===== config.mk =====
export PLATFORM = sky130hd
export DESIGN_NAME = pipelined_adder_flat
export DESIGN_NICKNAME = d
export VERILOG_FILES = /design/src/rtl/pipelined_adder_if.sv /design/src/rtl/pipelined_adder.sv /design/src/flat_wrapper.sv
export SDC_FILE = /design/constraint.sdc
export NUM_CORES = 1
export LEC_CHECK = 0
export ABC_AREA = 1
export CAP_MARGIN = 20
export CORE_MARGIN = 1.5
export CORE_UTILIZATION = 30
export CTS_CLUSTER_DIAMETER = 150
export DETAILED_ROUTE_END_ITERATION = 7
export MAX_ROUTING_LAYER = met4
export PLACE_DENSITY = 0.56
export SETUP_SLACK_MARGIN = 0.3
export SYNTH_ARGS = -nofsm -noshare
export SYNTH_HDL_FRONTEND = slang
export SYNTH_SLANG_ARGS = --single-unit

===== constraint.sdc =====
create_clock -name clk -period 6.05 [get_ports clk]
set_clock_uncertainty 0.1 [all_clocks]
set_input_delay 1.21 -clock clk [delete_from_list [all_inputs] [get_ports clk]]
set_output_delay 1.21 -clock clk [all_outputs]
set_load 0.1 [all_outputs]

===== src/rtl/pipelined_adder_if.sv =====
// Operand/result handshake bundle for pipelined_adder.
// The slave modport is the adder's view; master is the producer/consumer side.
interface pipelined_adder_if #(
    parameter int unsigned WIDTH = 16
);
    logic [WIDTH-1:0] in_a;
    logic [WIDTH-1:0] in_b;
    logic             c_in;
    logic             sub;
    logic             in_valid;
    logic             in_ready;
    logic [WIDTH-1:0] sum;
    logic             c_out;
    logic             overflow;
    logic             out_valid;
    logic             out_ready;

    modport master (
        output in_a, in_b, c_in, sub, in_valid, out_ready,
        input  in_ready, sum, c_out, overflow, out_valid
    );

    modport slave (
        input  in_a, in_b, c_in, sub, in_valid, out_ready,
        output in_ready, sum, c_out, overflow, out_valid
    );
endinterface


===== src/rtl/pipelined_adder.sv =====
// Pipelined two's-complement adder/subtractor: one CW-bit chunk per stage,
// carry registered between stages, global stall driven by the output register.
module pipelined_adder #(
    parameter int unsigned WIDTH  = 16,
    parameter int unsigned STAGES = 4
) (
    input  logic               clk,
    input  logic               rst,
    pipelined_adder_if.slave   bus
);
    localparam int unsigned CW = WIDTH / STAGES;

    logic advance;

    // Index k holds the operands/partial result entering stage k.
    logic [WIDTH-1:0]  pipe_a [STAGES];
    logic [WIDTH-1:0]  pipe_b [STAGES];
    logic [WIDTH-1:0]  pipe_s [STAGES];
    logic [STAGES-1:0] pipe_c;
    logic [STAGES-1:0] pipe_v;

    logic [WIDTH-1:0] sum_q, sum_d;
    logic             c_out_q, c_out_d;
    logic             ovf_q, ovf_d;
    logic             out_valid_q, out_valid_d;

    assign advance      = !out_valid_q | bus.out_ready;
    assign bus.in_ready = advance;

    assign pipe_a[0] = bus.in_a;
    assign pipe_b[0] = bus.sub ? ~bus.in_b : bus.in_b;
    assign pipe_s[0] = '0;
    assign pipe_c[0] = bus.sub ? 1'b1 : bus.c_in;
    assign pipe_v[0] = bus.in_valid;

    for (genvar k = 0; k < STAGES; k++) begin : g_stage
        logic [CW-1:0]    chunk;
        logic             carry;
        logic [WIDTH-1:0] part;

        assign {carry, chunk} = {1'b0, pipe_a[k][k*CW +: CW]}
                              + {1'b0, pipe_b[k][k*CW +: CW]}
                              + {{CW{1'b0}}, pipe_c[k]};
        // Chunks above k are still zero, so OR-ing places this chunk in the partial sum.
        assign part = pipe_s[k] | (WIDTH'(chunk) << (k*CW));

        if (k < STAGES - 1) begin : g_reg
            logic [WIDTH-1:0] a_q, a_d, b_q, b_d, s_q, s_d;
            logic             c_q, c_d, v_q, v_d;

            always_comb begin
                a_d = a_q;
                b_d = b_q;
                s_d = s_q;
                c_d = c_q;
                v_d = v_q;
                if (advance) begin
                    a_d = pipe_a[k];
                    b_d = pipe_b[k];
                    s_d = part;
                    c_d = carry;
                    v_d = pipe_v[k];
                end
            end

            always_ff @(posedge clk or posedge rst) begin
                if (rst) begin
                    a_q <= '0;
                    b_q <= '0;
                    s_q <= '0;
                    c_q <= 1'b0;
                    v_q <= 1'b0;
                end else begin
                    a_q <= a_d;
                    b_q <= b_d;
                    s_q <= s_d;
                    c_q <= c_d;
                    v_q <= v_d;
                end
            end

            assign pipe_a[k+1] = a_q;
            assign pipe_b[k+1] = b_q;
            assign pipe_s[k+1] = s_q;
            assign pipe_c[k+1] = c_q;
            assign pipe_v[k+1] = v_q;
        end else begin : g_out
            logic msb_cin;

            // Carry into the MSB recovered from its sum bit and operand bits.
            assign msb_cin = part[WIDTH-1] ^ pipe_a[k][WIDTH-1] ^ pipe_b[k][WIDTH-1];

            always_comb begin
                sum_d       = sum_q;
                c_out_d     = c_out_q;
                ovf_d       = ovf_q;
                out_valid_d = out_valid_q;
                if (advance) begin
                    sum_d       = part;
                    c_out_d     = carry;
                    ovf_d       = msb_cin ^ carry;
                    out_valid_d = pipe_v[k];
                end
            end
        end
    end

    always_ff @(posedge clk or posedge rst) begin
        if (rst) begin
            sum_q       <= '0;
            c_out_q     <= 1'b0;
            ovf_q       <= 1'b0;
            out_valid_q <= 1'b0;
        end else begin
            sum_q       <= sum_d;
            c_out_q     <= c_out_d;
            ovf_q       <= ovf_d;
            out_valid_q <= out_valid_d;
        end
    end

    assign bus.sum       = sum_q;
    assign bus.c_out     = c_out_q;
    assign bus.overflow  = ovf_q;
    assign bus.out_valid = out_valid_q;
endmodule


===== src/flat_wrapper.sv =====
// flat-port wrapper written by rule: the top's interface ports become plain ports
module pipelined_adder_flat 
#(
    parameter int unsigned WIDTH  = 16,
    parameter int unsigned STAGES = 4
)
  (clk, rst, bus_in_a, bus_in_b, bus_c_in, bus_sub, bus_in_valid, bus_out_ready, bus_in_ready, bus_sum, bus_c_out, bus_overflow, bus_out_valid);
  pipelined_adder_if #(.WIDTH(WIDTH)) bus_i ();
  input  logic clk;
  input  logic rst;
  input wire logic [$bits(bus_i.in_a)-1:0] bus_in_a;
  input wire logic [$bits(bus_i.in_b)-1:0] bus_in_b;
  input wire logic [$bits(bus_i.c_in)-1:0] bus_c_in;
  input wire logic [$bits(bus_i.sub)-1:0] bus_sub;
  input wire logic [$bits(bus_i.in_valid)-1:0] bus_in_valid;
  input wire logic [$bits(bus_i.out_ready)-1:0] bus_out_ready;
  output wire logic [$bits(bus_i.in_ready)-1:0] bus_in_ready;
  output wire logic [$bits(bus_i.sum)-1:0] bus_sum;
  output wire logic [$bits(bus_i.c_out)-1:0] bus_c_out;
  output wire logic [$bits(bus_i.overflow)-1:0] bus_overflow;
  output wire logic [$bits(bus_i.out_valid)-1:0] bus_out_valid;
  assign bus_i.in_a = bus_in_a;
  assign bus_i.in_b = bus_in_b;
  assign bus_i.c_in = bus_c_in;
  assign bus_i.sub = bus_sub;
  assign bus_i.in_valid = bus_in_valid;
  assign bus_i.out_ready = bus_out_ready;
  assign bus_in_ready = bus_i.in_ready;
  assign bus_sum = bus_i.sum;
  assign bus_c_out = bus_i.c_out;
  assign bus_overflow = bus_i.overflow;
  assign bus_out_valid = bus_i.out_valid;
  pipelined_adder #(.WIDTH(WIDTH), .STAGES(STAGES)) u_core (.clk(clk), .rst(rst), .bus(bus_i));
endmodule

Word level (Yosys, flattened, before mapping) --
Cells that the tools add are included.
Word-level totals: register bits after elaboration 157, input port bits 38, output and inout port bits 20
Cells by class: add/sub/neg operators 8, muxes and demuxes 2, bitwise operators 8, reductions and logical operators 1
Operators by type and width (count):
- $add 4x4->5 | 4
- $add 5x1->5 | 4
- $mux 16 | 1
- $not 16->16 | 1
- $or 16x12->16 | 1
- $or 16x16->16 | 1
- $or 4x8->8 | 1
- $xor 1x1->1 | 3
- $logic_not 1->1 | 1
- $mux 1 | 1
- $or 1x1->1 | 1

Depth between registers and ports, before layout --
Gate-level depths: netlist of run 1.
word-level depth 6, mapped depth 11, mapped depth without buffers 11

Least setup slack after synthesis of run 1 --
No wires, ideal clock.
path type input to output, start input port bus_out_ready, end output port bus_in_ready, arrival 1826 ps, path slack 2914 ps, stages on the path 3, buffers on the path 1, path through nor2_4 -> inv_2 -> buf_2
Between the ends: cells in the longest elaborated chain, start to end 1
Ends and longest elaborated chain:
- start: declaration | line flat_wrapper.sv:16 | input wire logic [$bits(bus_i.out_ready)-1:0] bus_out_ready;
- $or 1x1->1 | line pipelined_adder.sv:27 | assign advance = !out_valid_q | bus.out_ready;
- end: declaration | line flat_wrapper.sv:17 | output wire logic [$bits(bus_i.in_ready)-1:0] bus_in_ready;
Every way passes these cells.

Final worst setup path of run 1 --
Ends and elaborated chain as after synthesis.

==> results of run 1 <==
## cells by family after synthesis
kind of cell,count (synthesis)
and+or+nand+nor,194
DFF,97
buffers and inverters,61
adders and majority gates,20
xor gates and xnor gates,17
AOI/OAI and AO/OA,76
## through the flow
step           std cells  utilization (%)
2_1_floorplan        465                -
3_3_place_gp         684            35.95
3_5_place_dp         684            35.95
4_1_cts              699            37.95
5_1_grt              699            37.95
6_report             699            37.95
## cell type report
class                      instances  area [sq um]
clock buffer                      11         232.7
multi-input combinational        307          1610
fill                            1380          8647
clock inverter                     4         45.04
tap                              180         225.2
inverter                          39         148.9
timing repair buffer              61         598.1
sequential                        97          2427
## registers in the layout, summed over array words and instances, names as in the netlist, 3 cells and up
| register | flops |
|---|---|
| u_core.g_stage.g_reg.v_q | 3 |
| u_core.g_stage.g_reg.c_q | 3 |
| u_core.g_stage.g_reg.b_q | 24 |
| u_core.g_stage.g_reg.a_q | 24 |
| u_core.g_stage.g_reg.s_q | 24 |
| u_core.bus.sum | 16 |
## placed cells by master, fill, tap and decap left out, types with 4 or more instances in the layout
| cell type | count |
|---|---|
| xnor2_1 | 13 |
| clkbuf_16 | 9 |
| inv_1 | 37 |
| o21ai_0 | 61 |
| a21oi_1 | 8 |
| fa_1 | 8 |
| dfrtp_1 | 97 |
| clkdlybuf4s50_1 | 56 |
| ha_1 | 12 |
| nand2_1 | 162 |
| nand3_1 | 12 |
| nor2_1 | 17 |
| xor2_1 | 4 |
| buf_4 | 5 |
## Yosys cell counts
cell / count / area, sq um
dfrtp_1: 97 / 2427
buf_2: 9 / 45.04
or2_2: 1 / 6.260
nor2_4: 1 / 11.26
nor2_1: 17 / 63.81
nand3_1: 12 / 60.06
buf_6: 1 / 11.26
clkbuf_1: 9 / 33.78
nand2_1: 162 / 608.1
xnor2_1: 13 / 113.9
o21ai_0: 61 / 305.3
a31oi_1: 3 / 18.77
ha_1: 12 / 150.1
fa_1: 8 / 160.2
inv_1: 38 / 142.6
buf_4: 3 / 22.52
a21o_1: 2 / 15.01
inv_2: 1 / 3.750
o31ai_1: 2 / 15.01
a21oi_1: 8 / 40.04
nand3b_1: 1 / 7.510
xor2_1: 4 / 35.03
## per-layer routing
layer	vias to the layer above	global-route usage, %
li1	1562	-
met1	1421	16.51
met2	45	17.64
met3	9	2.230
met4	0	6.105
met5	-	-
## power groups by stage
stage | Combinational, mW | Sequential, mW | Clock [mW]
floorplan | 0.636 | 1.52 | 0
global placement | 1.36 | 1.11 | 0
detailed placement | 1.39 | 1.11 | 0
CTS | 1.40 | 1.11 | 0.560
global route | 1.54 | 1.14 | 0.584
finish | 1.38 | 1.10 | 0.543
## worst max-delay path by stage
stage / start / end
6_report: bus_out_ready / bus_in_ready
5_1_grt: bus_out_ready / bus_in_ready
4_1_cts: bus_out_ready / bus_in_ready
3_5_place_dp: bus_out_ready / bus_in_ready
3_3_place_gp: bus_out_ready / bus_in_ready
2_1_floorplan: rst / u_core.bus.c_out$_DFFE_PP0P_
## worst min-delay path: cells and delay by family (launching register included)
family                 cells  cell delay [ns]
buffers and inverters      1             0.05
DFF                        1             0.32
and+or+nand+nor            1             0.05
==> metrics.csv, run 1 <==
metric;value;unit
status;finished clean;
seq_power_share;36.4;%
path_max_fanout;30;
wl_per_cell;11.81;um
dr.max_layer_used;met4;
track_usage;12.23;%
htree_levels;3;
dp_slack;2.208;ns
worst-path-buf-inv;3;
vias_per_cell;4.345;
vias;3037;
synth-compound-area-share;9.173;%
syn_area;4297;sq um
synth_seq_cells;97;
r2r_cells;4;
pwr-share-clk;17.9;%
critPathLaunchType;primary input;
ant_nets;0;
chipWidth;122.7;um
synthesis.nets;523;
synth_xor_xnor_area_share;3.465;%
yosys.cell_types.count;22;
core_area;13930;sq um
power_switching;1.363;mW
fmax;261.2;MHz
ys_seq_area_share;56.49;%
path_delay_family;buffers and inverters;
cts_max_path_buffers;2;
reg2reg_from;u_core.bus.out_valid$_DFFE_PP0P_;
gp_congestion;0.7921;
diodes;0;
drc_errors;0;
grt_overflow_total;0;
cts_tree;done;
wl_met1;4189;um
finalCritPeriodShare;63.28;%
holdCritPathClass;reg2reg;
synthAdderAreaFrac;7.222;%
clk_latency;0.34;ns
worst_ep_required_time;4.74;ns
rsz0062_at_grt;false;
worst_hold_slack;0.3504;ns
syn2layout_area_growth;23.06;%
drv_cap;0;
yosys_warnings;0;
antenna_found_initial;0;
hp-start;u_core.g_stage[2].g_reg.v_q$_DFFE_PP0P_;
p_leak;2.513;nW
place_hpwl;5519;um
path_clk_slew;0.06;ns
drt_first_pass_iters;4;
path_cells;clkdlybuf4s50_1, nor2_4, inv_2, buf_4;
min_to;u_core.bus.out_valid$_DFFE_PP0P_;
netSwitchingFraction;45.07;%
dpl_cell_area;5010;sq um
wl_met3;299;um
min_path_cells;2;
slowest_stage;nor2_4;
ios;58;
r2r_slack;4.02;ns
grt_max_degree;89;
synth_top_family_by_area;simple AND/OR/NAND/NOR gates;
syn_area_per_cell;9.240;sq um
drt-total-wl;8255;um
fp.dieArea;15050;sq um
worstSetupPathType;in2out;
slowest_delay;0.49;ns
setup_ws;2.222;ns
tns;0;ns
nets;573;
final_area;5288;sq um
critical_path_cell_count;4;
final_hold_viol_count;0;
cts_resized;0;
drive_gt1_share;4.239;%
cp-end-kind;output pin;
cts_hold_buffers;0;
power.total;3.024;mW
slew_headroom;33.50;%
internal-power;1.661;mW
postCtsSetupRepairBufs;0;
power_density;572.0;nW/um^2
worst_pin_slew;0.9944;ns
cts.sinks;97;
ir_worst_vdd;217.1;uV
portBuffers;57;
worstReg2RegEnd;u_core.g_stage[2].g_reg.s_q[11]$_DFFE_PP0P_;
wl_met2;3621;um
arrival;2.52;ns
cts_root_buf;clkbuf_16;
layout_min_cycle_time;3.828;ns
drtIter0Drc;173;
die_y;122.7;um
slew_violations;0;
grt_pass1_wl;14080;um
p_comb_share;45.7;%
syn_inst;465;
rows;43;
synth_mux_area_share;0;%
start_util;30.83;%
grt_pass1_vias;2957;
synthSimpleGateAreaFrac;17.62;%
setup_viol;0;
cts_made_buffers;9;
Note: power is estimated with default switching activity, not from simulation.
==> run 2: changes to the inputs <==
--- a/config.mk
+++ b/config.mk
@@ -12,7 +12,7 @@
 export CTS_CLUSTER_DIAMETER = 150
 export DETAILED_ROUTE_END_ITERATION = 7
 export MAX_ROUTING_LAYER = met4
-export PLACE_DENSITY = 0.56
+export PLACE_DENSITY = 0.58
 export SETUP_SLACK_MARGIN = 0.3
 export SYNTH_ARGS = -nofsm -noshare
 export SYNTH_HDL_FRONTEND = slang
==> constraint.sdc (replaced) <==
create_clock -name clk -period 3.16 [get_ports clk]
set_clock_uncertainty 0.1 [all_clocks]
set_input_delay 0.632 -clock clk [delete_from_list [all_inputs] [get_ports clk]]
set_output_delay 0.632 -clock clk [all_outputs]
set_load 0.1 [all_outputs]
==> run 2 against run 1 <==
Register-to-register slack worse by 2.8 ns. Setup slack worse by 1.7 ns. Total power is 91% higher. Largest power group unchanged. Non-clock buffer count is 2 higher. Sequential share of layout area is 0.26 points lower. Clock-buffer cell count is 3 higher. Global-route usage is 0.80 points higher. Via count hardly changed. Largest cell class unchanged. Highest routed layer unchanged. Critical path depth is 4 higher.
==> metrics.csv, run 2 (synthesis results as in run 1) <==
metric;value;unit;change
grt_max_degree;106;;+19%
final_cell_mix;nand2_1, dfrtp_1, o21ai_0;;
core_area;13930;sq um;unchanged
nets;575;;+0.35%
ant_nets;0;;unchanged
layout_min_cycle_time;2.609;ns;
track_usage;13.04;%;+0.80 points
layout_commonest_cell;nand2_1;;
path_clk_slew;0.06;ns;about the same
grt_pass1_wl;14910;um;+5.9%
dpl_cell_area;5041;sq um;+0.62%
holdCritPathClass;reg2reg;;
cts_tree;done;;
cts_hold_buffers;0;;unchanged
drive_gt1_share;8.238;%;+4.0 points
setup_ws;0.5513;ns;-1.670 ns
fp.dieArea;15050;sq um;unchanged
tns;0;ns;unchanged
dp_slack;0.2220;ns;-1.986 ns
ios;58;;unchanged
rows;43;;unchanged
critPathLaunchType;primary input;;
postCtsSetupRepairBufs;0;;unchanged
antenna_found_initial;0;;unchanged
cts_max_path_buffers;2;;unchanged
syn2layout_area_growth;23.76;%;
grt_pass1_vias;3072;;+3.9%
place_hpwl;5756;um;+4.3%
arrival;2.72;ns;+0.20 ns
drc_errors;0;;unchanged
portBuffers;57;;unchanged
cp-end-kind;flop;;
vias_per_cell;4.328;;-0.39%
chipWidth;122.7;um;unchanged
drv_cap;0;;unchanged
wl_per_cell;12.29;um;+4.1%
power_density;1085;nW/um^2;+90%
power.total;5.767;mW;+91%
worst_hold_slack;0.3504;ns;+0.00007000 ns
die_y;122.7;um;unchanged
final_area;5318;sq um;+0.57%
start_util;30.83;%;unchanged
clk_latency;0.34;ns;about the same
gp_congestion;0.8675;;+9.5%
cts.sinks;97;;unchanged
drt-total-wl;8631;um;+4.6%
drtIter0Drc;184;;+6.4%
status;finished clean;;
path_max_fanout;3;;-90%
worst_pin_slew;0.7594;ns;-0.2350 ns
final_hold_viol_count;0;;unchanged
ir_worst_vdd;315.1;uV;+45%
cts_resized;0;;unchanged
setup_viol;0;;unchanged
grt_overflow_total;0;;unchanged
finalCritPeriodShare;82.55;%;
drt_first_pass_iters;4;;unchanged
diodes;0;;unchanged
slew_violations;0;;unchanged
slew_headroom;49.27;%;+16 points
fmax;383.3;MHz;
vias;3038;;+0.033%
cts_root_buf;clkbuf_16;;
worstSetupPathType;in2reg;;
worst_ep_required_time;3.27;ns;-1.47 ns
p_leak;2.557;nW;+1.8%
htree_levels;3;;unchanged
cts_made_buffers;9;;unchanged
reg.largest.list;u_core.g_stage.g_reg.a_q: 24 flops, u_core.g_stage.g_reg.b_q: 24 flops, u_core.g_stage.g_reg.s_q: 24 flops;;
rsz0062_at_grt;false;;
[run 2: changes by cell type in the layout (fill, tap and decap cells not counted), sizes merged]
| cell | before | now |
|---|---|---|
| buf | 5 | 26 |
| bufinv | 1 | 0 |
| clkbuf | 11 | 14 |
| clkdlybuf4s50 | 56 | 37 |
| clkinv | 3 | 1 |
| clkinvlp | 0 | 2 |
| inv | 39 | 38 |
[run 2: stage by stage]
stage | std cells | util [%]
detailed placement | 686 | 36.18
global placement | 686 | 36.18
global route | 702 | 38.16
CTS | 702 | 38.16
floorplan | 465 | -
finish | 702 | 38.16
[run 2: critical path, stage by stage]
cell and delay, ns:
clkdlybuf4s50_1 0.52, or2_2 0.35, fa_1 0.41, fa_1 0.40, nand2_1 0.07, inv_1 0.06, o21ai_0 0.18, a21oi_1 0.10
[run 2: final timing paths]
kind / cells past startpoint / endpoint / startpoint / slack [ns]
max in group asynchronous: 3 / u_core.g_stage[0].g_reg.b_q[4]$_DFFE_PP0P_ / rst / 1.62
max reg2reg: 10 / u_core.bus.overflow$_DFFE_PP0P_ / u_core.g_stage[2].g_reg.c_q$_DFFE_PP0P_ / 1.23
min in group asynchronous: 2 / u_core.bus.sum[3]$_DFFE_PP0P_ / rst / 0.68
max: 8 / u_core.g_stage[0].g_reg.c_q$_DFFE_PP0P_ / bus_sub / 0.55
min reg2reg: 2 / u_core.bus.out_valid$_DFFE_PP0P_ / u_core.g_stage[2].g_reg.v_q$_DFFE_PP0P_ / 0.35
min: 2 / u_core.bus.out_valid$_DFFE_PP0P_ / u_core.g_stage[2].g_reg.v_q$_DFFE_PP0P_ / 0.35
[run 2: where the power goes]
group / internal [mW] / switching, mW / leakage, nW
registers: 1.80 / 0.302 / 1.17
logic: 0.771 / 1.89 / 1.25
clock network: 0.576 / 0.433 / 0.133
[run 2: final cells by class]
class / instances / area [sq um]
fill: 1374 / 8617
sequential: 97 / 2427
multi-input combinational: 307 / 1610
timing repair buffer: 63 / 628.1
clock buffer: 14 / 264.0
tap: 180 / 225.2
inverter: 39 / 150.1
clock inverter: 2 / 12.51
[run 2: metal layers]
layer	track usage [%]	routed length [um]	part of all wire (%)
met5	-	0	0
met4	4.942	180	2.1
met3	2.649	272	3.2
met2	18.96	3693	43
met1	17.92	4485	52
